`src/rtl/multicycle_control_if.sv`:
```
// Control-unit <-> datapath bundle: instruction fields and status in, mux selects and write enables out.
// master = control unit, slave = datapath side.
interface multicycle_control_if;
    logic [6:0] opcode;
    logic [2:0] funct3;
    logic       zero;
    logic       mem_ready;
    logic       pc_write;
    logic       adr_src;
    logic       mem_write;
    logic       ir_write;
    logic       reg_write;
    logic [1:0] result_src;
    logic [1:0] alu_src_a;
    logic [1:0] alu_src_b;
    logic [1:0] alu_op;
    logic [1:0] imm_src;
    logic       illegal_instr;

    modport master (
        input  opcode, funct3, zero, mem_ready,
        output pc_write, adr_src, mem_write, ir_write, reg_write,
               result_src, alu_src_a, alu_src_b, alu_op, imm_src, illegal_instr
    );

    modport slave (
        output opcode, funct3, zero, mem_ready,
        input  pc_write, adr_src, mem_write, ir_write, reg_write,
               result_src, alu_src_a, alu_src_b, alu_op, imm_src, illegal_instr
    );
endinterface

```
`src/rtl/multicycle_control.sv`:
```
// Moore control FSM for the multicycle RV32I core; MULTICYCLE_CONTROL_TRAP_EN adds a sticky TRAP state for unknown opcodes.
// Latency: lw 5, sw/R/I/jal 4, branch 3, unknown 2 cycles from FETCH entry; selects come from a registered decode of the state.
// Backpressure: FETCH/MEMREAD/MEMWRITE hold while mem_ready is low (ignored when MEM_STALL=0).
module multicycle_control #(
    parameter bit MEM_STALL = 1'b1
) (
    input  logic             clk,
    input  logic             rstn,
    multicycle_control_if.master ctl
);

    localparam logic [6:0] OP_LOAD   = 7'b0000011;
    localparam logic [6:0] OP_STORE  = 7'b0100011;
    localparam logic [6:0] OP_RTYPE  = 7'b0110011;
    localparam logic [6:0] OP_ITYPE  = 7'b0010011;
    localparam logic [6:0] OP_BRANCH = 7'b1100011;
    localparam logic [6:0] OP_JAL    = 7'b1101111;

    typedef enum logic [3:0] {
        S_FETCH,
        S_DECODE,
        S_MEMADR,
        S_MEMREAD,
        S_MEMWB,
        S_MEMWRITE,
        S_EXECR,
        S_EXECI,
        S_ALUWB,
        S_BRANCH,
        S_JAL
`ifdef MULTICYCLE_CONTROL_TRAP_EN
        , S_TRAP
`endif
    } state_t;

    // Per-state Moore values; pc/ir enables that depend on live inputs are carried as qualifiers.
    typedef struct packed {
        logic       adr_src;
        logic       mem_write;
        logic       reg_write;
        logic [1:0] result_src;
        logic [1:0] alu_src_a;
        logic [1:0] alu_src_b;
        logic [1:0] alu_op;
        logic       pc_always;
        logic       fetch;
        logic       branch;
`ifdef MULTICYCLE_CONTROL_TRAP_EN
        logic       illegal;
`endif
    } ctl_t;

    function automatic ctl_t ctl_of(input state_t s);
        ctl_t c;
        c = '0;
        case (s)
            S_FETCH: begin
                c.alu_src_b  = 2'b10;
                c.result_src = 2'b10;
                c.fetch      = 1'b1;
            end
            S_DECODE: begin
                c.alu_src_a = 2'b01;
                c.alu_src_b = 2'b01;
            end
            S_MEMADR: begin
                c.alu_src_a = 2'b10;
                c.alu_src_b = 2'b01;
            end
            S_MEMREAD: begin
                c.adr_src = 1'b1;
            end
            S_MEMWB: begin
                c.result_src = 2'b01;
                c.reg_write  = 1'b1;
            end
            S_MEMWRITE: begin
                c.adr_src   = 1'b1;
                c.mem_write = 1'b1;
            end
            S_EXECR: begin
                c.alu_src_a = 2'b10;
                c.alu_op    = 2'b10;
            end
            S_EXECI: begin
                c.alu_src_a = 2'b10;
                c.alu_src_b = 2'b01;
                c.alu_op    = 2'b10;
            end
            S_ALUWB: begin
                c.reg_write = 1'b1;
            end
            S_BRANCH: begin
                c.alu_src_a = 2'b10;
                c.alu_op    = 2'b01;
                c.branch    = 1'b1;
            end
            S_JAL: begin
                c.alu_src_a = 2'b01;
                c.alu_src_b = 2'b10;
                c.pc_always = 1'b1;
            end
`ifdef MULTICYCLE_CONTROL_TRAP_EN
            S_TRAP: begin
                c.illegal = 1'b1;
            end
`endif
            default: ;
        endcase
        return c;
    endfunction

    state_t state;
    state_t state_nxt;
    ctl_t   mo;
    ctl_t   sel;
    logic   ready;
    logic   br_take;

    assign ready = MEM_STALL ? ctl.mem_ready : 1'b1;

    always_comb begin
        br_take = 1'b0;
        case (ctl.funct3)
            3'b000:  br_take = ctl.zero;
            3'b001:  br_take = ~ctl.zero;
            default: br_take = 1'b0;
        endcase
    end

    always_comb begin
        state_nxt = state;
        case (state)
            S_FETCH:    state_nxt = ready ? S_DECODE : S_FETCH;
            S_DECODE: begin
                case (ctl.opcode)
                    OP_LOAD, OP_STORE: state_nxt = S_MEMADR;
                    OP_RTYPE:          state_nxt = S_EXECR;
                    OP_ITYPE:          state_nxt = S_EXECI;
                    OP_BRANCH:         state_nxt = S_BRANCH;
                    OP_JAL:            state_nxt = S_JAL;
`ifdef MULTICYCLE_CONTROL_TRAP_EN
                    default:           state_nxt = S_TRAP;
`else
                    default:           state_nxt = S_FETCH;
`endif
                endcase
            end
            S_MEMADR:   state_nxt = (ctl.opcode == OP_LOAD) ? S_MEMREAD : S_MEMWRITE;
            S_MEMREAD:  state_nxt = ready ? S_MEMWB : S_MEMREAD;
            S_MEMWB:    state_nxt = S_FETCH;
            S_MEMWRITE: state_nxt = ready ? S_FETCH : S_MEMWRITE;
            S_EXECR:    state_nxt = S_ALUWB;
            S_EXECI:    state_nxt = S_ALUWB;
            S_ALUWB:    state_nxt = S_FETCH;
            S_BRANCH:   state_nxt = S_FETCH;
            S_JAL:      state_nxt = S_ALUWB;
`ifdef MULTICYCLE_CONTROL_TRAP_EN
            S_TRAP:     state_nxt = S_TRAP;
`endif
            default:    state_nxt = S_FETCH;
        endcase
    end

    // The decode of the next state is registered with it, so selects leave a flop.
    always_ff @(posedge clk) begin
        if (!rstn) begin
            state <= S_FETCH;
            mo    <= ctl_of(S_FETCH);
        end else begin
            state <= state_nxt;
            mo    <= ctl_of(state_nxt);
        end
    end

    // While reset is held, show FETCH selects and keep every write enable off.
    always_comb sel = rstn ? mo : ctl_of(S_FETCH);

    assign ctl.adr_src    = sel.adr_src;
    assign ctl.result_src = sel.result_src;
    assign ctl.alu_src_a  = sel.alu_src_a;
    assign ctl.alu_src_b  = sel.alu_src_b;
    assign ctl.alu_op     = sel.alu_op;
    assign ctl.mem_write  = rstn & sel.mem_write;
    assign ctl.reg_write  = rstn & sel.reg_write;
    assign ctl.ir_write   = rstn & sel.fetch & ready;
    assign ctl.pc_write   = rstn & (sel.pc_always | (sel.fetch & ready) | (sel.branch & br_take));

`ifdef MULTICYCLE_CONTROL_TRAP_EN
    assign ctl.illegal_instr = sel.illegal;
`else
    assign ctl.illegal_instr = 1'b0;
`endif

    always_comb begin
        ctl.imm_src = 2'd0;
        case (ctl.opcode)
            OP_LOAD, OP_ITYPE: ctl.imm_src = 2'd0;
            OP_STORE:          ctl.imm_src = 2'd1;
            OP_BRANCH:         ctl.imm_src = 2'd2;
            OP_JAL:            ctl.imm_src = 2'd3;
            default:           ctl.imm_src = 2'd0;
        endcase
    end

endmodule
```
`src/flat_wrapper.sv`:
```
// flat-port wrapper written by rule: the top's interface ports become plain ports
module multicycle_control_flat 
#(
    parameter bit MEM_STALL = 1'b1
)
  (clk, rstn, ctl_opcode, ctl_funct3, ctl_zero, ctl_mem_ready, ctl_pc_write, ctl_adr_src, ctl_mem_write, ctl_ir_write, ctl_reg_write, ctl_result_src, ctl_alu_src_a, ctl_alu_src_b, ctl_alu_op, ctl_imm_src, ctl_illegal_instr);
  multicycle_control_if ctl_i ();
  input  logic clk;
  input  logic rstn;
  input wire logic [$bits(ctl_i.opcode)-1:0] ctl_opcode;
  input wire logic [$bits(ctl_i.funct3)-1:0] ctl_funct3;
  input wire logic [$bits(ctl_i.zero)-1:0] ctl_zero;
  input wire logic [$bits(ctl_i.mem_ready)-1:0] ctl_mem_ready;
  output wire logic [$bits(ctl_i.pc_write)-1:0] ctl_pc_write;
  output wire logic [$bits(ctl_i.adr_src)-1:0] ctl_adr_src;
  output wire logic [$bits(ctl_i.mem_write)-1:0] ctl_mem_write;
  output wire logic [$bits(ctl_i.ir_write)-1:0] ctl_ir_write;
  output wire logic [$bits(ctl_i.reg_write)-1:0] ctl_reg_write;
  output wire logic [$bits(ctl_i.result_src)-1:0] ctl_result_src;
  output wire logic [$bits(ctl_i.alu_src_a)-1:0] ctl_alu_src_a;
  output wire logic [$bits(ctl_i.alu_src_b)-1:0] ctl_alu_src_b;
  output wire logic [$bits(ctl_i.alu_op)-1:0] ctl_alu_op;
  output wire logic [$bits(ctl_i.imm_src)-1:0] ctl_imm_src;
  output wire logic [$bits(ctl_i.illegal_instr)-1:0] ctl_illegal_instr;
  assign ctl_i.opcode = ctl_opcode;
  assign ctl_i.funct3 = ctl_funct3;
  assign ctl_i.zero = ctl_zero;
  assign ctl_i.mem_ready = ctl_mem_ready;
  assign ctl_pc_write = ctl_i.pc_write;
  assign ctl_adr_src = ctl_i.adr_src;
  assign ctl_mem_write = ctl_i.mem_write;
  assign ctl_ir_write = ctl_i.ir_write;
  assign ctl_reg_write = ctl_i.reg_write;
  assign ctl_result_src = ctl_i.result_src;
  assign ctl_alu_src_a = ctl_i.alu_src_a;
  assign ctl_alu_src_b = ctl_i.alu_src_b;
  assign ctl_alu_op = ctl_i.alu_op;
  assign ctl_imm_src = ctl_i.imm_src;
  assign ctl_illegal_instr = ctl_i.illegal_instr;
  multicycle_control #(.MEM_STALL(MEM_STALL)) u_core (.clk(clk), .rstn(rstn), .ctl(ctl_i));
endmodule
```
`config.mk`:
```
export PLATFORM = sky130hd
export DESIGN_NAME = multicycle_control_flat
export DESIGN_NICKNAME = d
export VERILOG_FILES = /design/src/rtl/multicycle_control_if.sv /design/src/rtl/multicycle_control.sv /design/src/flat_wrapper.sv
export SDC_FILE = /design/constraint.sdc
export NUM_CORES = 1
export LEC_CHECK = 0
export CELL_PAD_IN_SITES_DETAIL_PLACEMENT = 1
export CELL_PAD_IN_SITES_GLOBAL_PLACEMENT = 2
export CORE_MARGIN = 8
export CORE_UTILIZATION = 29
export CTS_BUF_LIST = sky130_fd_sc_hd__clkbuf_2 sky130_fd_sc_hd__clkbuf_4 sky130_fd_sc_hd__clkbuf_8
export DETAILED_ROUTE_END_ITERATION = 16
export PLACE_DENSITY_LB_ADDON = 0.1
export SETUP_SLACK_MARGIN = 0.02
export SKIP_CTS_REPAIR_TIMING = 1
export SLEW_MARGIN = 20
export SYNTH_ARGS = -nofsm -noshare
export SYNTH_HDL_FRONTEND = slang
export SYNTH_SLANG_ARGS = --single-unit
```
`constraint.sdc`:
```
create_clock -name clk -period 4.9 [get_ports clk]
set_input_delay 0.49 -clock clk [delete_from_list [all_inputs] [get_ports clk]]
set_output_delay 0.49 -clock clk [all_outputs]
set_load 0.005 [all_outputs]
```
==> results.sh <==
export IMPL_clk_path_buf_depth=2
export IMPL_clk_latency_ns=0.29
export IMPL_ys_types=41
export IMPL_core_area_sq_um=3078
export IMPL_wl_met3_microns=224
export IMPL_cap_violations=0
export IMPL_grt_ovfl_total=0
export IMPL_antenna_left=0
export IMPL_setup_viol=0
export IMPL_peakVddDrop_mv=0.1625
export IMPL_synth_top_area_share=0.3413
export IMPL_critPathArrivalTime_ns=2.37
export IMPL_fin_tns_setup_ns=0
export IMPL_cpMaxStageDelayCell="clkdlybuf4s50_1"
export IMPL_clock_sinks=16
export IMPL_wl_microns=2391
export IMPL_cts_tree="built"
export IMPL_netlist_instances=109
export IMPL_path_cells="clkdlybuf4s50_1 -> nor4bb_1 -> nand2b_1 -> o21ai_0 -> and3b_1 -> clkdlybuf4s50_1"
export IMPL_fin_skew_ns=0.008605
export IMPL_crit_fanout=4
export IMPL_power_density_nw_per_um2=204.0
export IMPL_die_y_microns=72.89
export IMPL_synth_nets=123
export IMPL_dieArea_sq_um=5312
export IMPL_fp_dieW_microns=72.89
export IMPL_ios=30
export IMPL_setup_ws_ns=2.038
export IMPL_cpMostUsedCell="clkdlybuf4s50_1"
export IMPL_min_delay_path_class="reg -> reg"
export IMPL_slew_headroom=0.3337
export IMPL_drt_iter0_drc=17
export IMPL_cp_buffers_inverters=2
export IMPL_period_share=0.5840
export IMPL_ys_seq_elements=16
export IMPL_rows=20
export IMPL_dr_pass1_iters=4
export IMPL_grt_pass1_vias=831
export IMPL_grt_max_degree=20
export IMPL_area_growth_syn_to_layout_pct=37.47
export IMPL_via_per_inst=4.807
export IMPL_dp_slack_ns=2.036
export IMPL_clkTransAtPathRegs_ns=0.09
export IMPL_final_min_clock_period_ns=2.862
export IMPL_wire_per_inst_microns=13.21
export IMPL_drive_gt1_frac=0.07299
export IMPL_highest_layer="met3"
export IMPL_cp_slowest_stage_delay_ns=0.56
export IMPL_cp_top_family="buffers and inverters"
export IMPL_grt_pass1_wl_microns=4050
export IMPL_yosys_top_cells_count="16 x dfxtp_1, 10 x and2_1, 10 x nand2b_1, 9 x nor2_1"
export IMPL_ys_seq_area_frac=0.3413
export IMPL_async_reset_ff_frac=0
export IMPL_status="complete, no violations"
export IMPL_hold_viol_final=0
export IMPL_yosysMostFrequentCell="dfxtp_1"
export IMPL_fin_nets=152
export IMPL_route_detailed_drc=0
export IMPL_leakagePower_nw=0.4870
export IMPL_netlist_area_sq_um=938.4
export IMPL_h_tree_depth=1
export IMPL_fmax_mhz=349.4
export IMPL_start_kind="input port"
export IMPL_ys_warn_count=0
export IMPL_diodes=0
export IMPL_rsz0062_at_grt="no"
export IMPL_root_buffer="clkbuf_4"
export IMPL_yosys_area_top_type="dfxtp_1"
export IMPL_wirelength_met1_microns=1163
export IMPL_hpwl_microns=1834
export IMPL_cp_end_kind="primary output"
export IMPL_routed_wl_met2_microns=1004
export IMPL_avgSynthCellArea_sq_um=8.609
export IMPL_cts_buffers=3
export IMPL_numPortBuffers=28
export IMPL_grt_usage=0.09401
export IMPL_crit_type="in -> out"
export IMPL_cp_required_ns=4.41
export IMPL_synth_main_ff_cell="dfxtp_1"
export IMPL_worst_slew_pin_slew_ns=0.9948
export IMPL_gp_congestion=0.7381
export IMPL_vias=870
export IMPL_synth_edff_count=0
export IMPL_netlist_top_cells_area="dfxtp_1 34%, and2_1 6.7%, nand2b_1 6.7%, nor2_1 3.6%, nand4bb_4 2.9%"
export IMPL_floorplan_initialDensity=0.3049
export IMPL_antenna_found_initial=0
export IMPL_final_max_slew_viol_count=0
-- power breakdown --
part / switching [mW] / internal, mW / leakage [nW]
clock network: 0.0427 / 0.0453 / 0.0210
registers: 0.00158 / 0.133 / 0.130
logic: 0.0178 / 0.0231 / 0.336
total: 0.0621 / 0.201 / 0.487
-- flip-flops by register name, summed over array words and instances, names as in the netlist --
name          flops
u_core.state      4
u_core.mo        12
-- logic make-up (layout without fill, tap and decap cells) --
| family | after synthesis | in the layout | synth area share |
|---|---|---|---|
| xor gates and xnor gates | 2 | 2 | 0.01867 |
| and+or+nand+nor | 62 | 62 | 0.4627 |
| DFF | 16 | 16 | 0.3413 |
| other | 1 | 1 | 0.003996 |
| buffers and inverters | 10 | 38 | 0.04533 |
| AOI/OAI and AO/OA | 18 | 18 | 0.1280 |
-- worst reg2reg max path: cells and delay by family, from the launching register on --
family | cells | cell delay (ns)
and+or+nand+nor | 3 | 1.25
AOI/OAI and AO/OA | 2 | 0.33
DFF | 1 | 0.47
-- through the flow --
step,power [mW],cells,util,hold WS (ns),area [sq um]
3_5_place_dp,0.1783,177,0.4073,0.8323,1254
3_3_place_gp,0.1777,177,0.4073,0.8268,1254
5_1_grt,0.2781,181,0.4191,0.9128,1290
4_1_cts,0.2671,181,0.4191,0.8381,1290
2_1_floorplan,0.1549,109,-,0.6197,938.4
6_report,0.2632,181,0.4191,0.8297,1290
-- placed cells by master (no fill, tap or decap), drive strengths merged, types with 4 or more instances in the layout --
cell type and instances:
and2 10, nand2b 10, clkbuf 4, nand2 6, a21oi 5, inv 6, clkdlybuf4s50 28, nor2 9
dfxtp 16
-- area by class of cell --
type,count,area (sq um)
multi-input combinational,83,575.6
timing repair buffer,28,280.3
tap,44,55.05
sequential,16,320.3
inverter,6,22.52
clock buffer,4,36.28
fill,387,1788
-- path summary, 6_finish.rpt --
path                                      start              to  slack [ns]  cells after the start
worst max register to register  u_core.state[1]    u_core.mo[5]        2.79                      5
worst min register to register  u_core.state[3]    u_core.mo[0]        0.83                      4
worst min-delay path            u_core.state[3]    u_core.mo[0]        0.83                      4
worst max-delay path              ctl_opcode[0]  ctl_imm_src[0]        2.04                      6
-- per-layer routing --
layer,up-vias,GRT usage
met3,0,0.04808
met4,0,0.01333
met2,25,0.1382
li1,437,-
met1,408,0.1208
met5,-,0
Note: power is estimated with default switching activity, not from simulation.
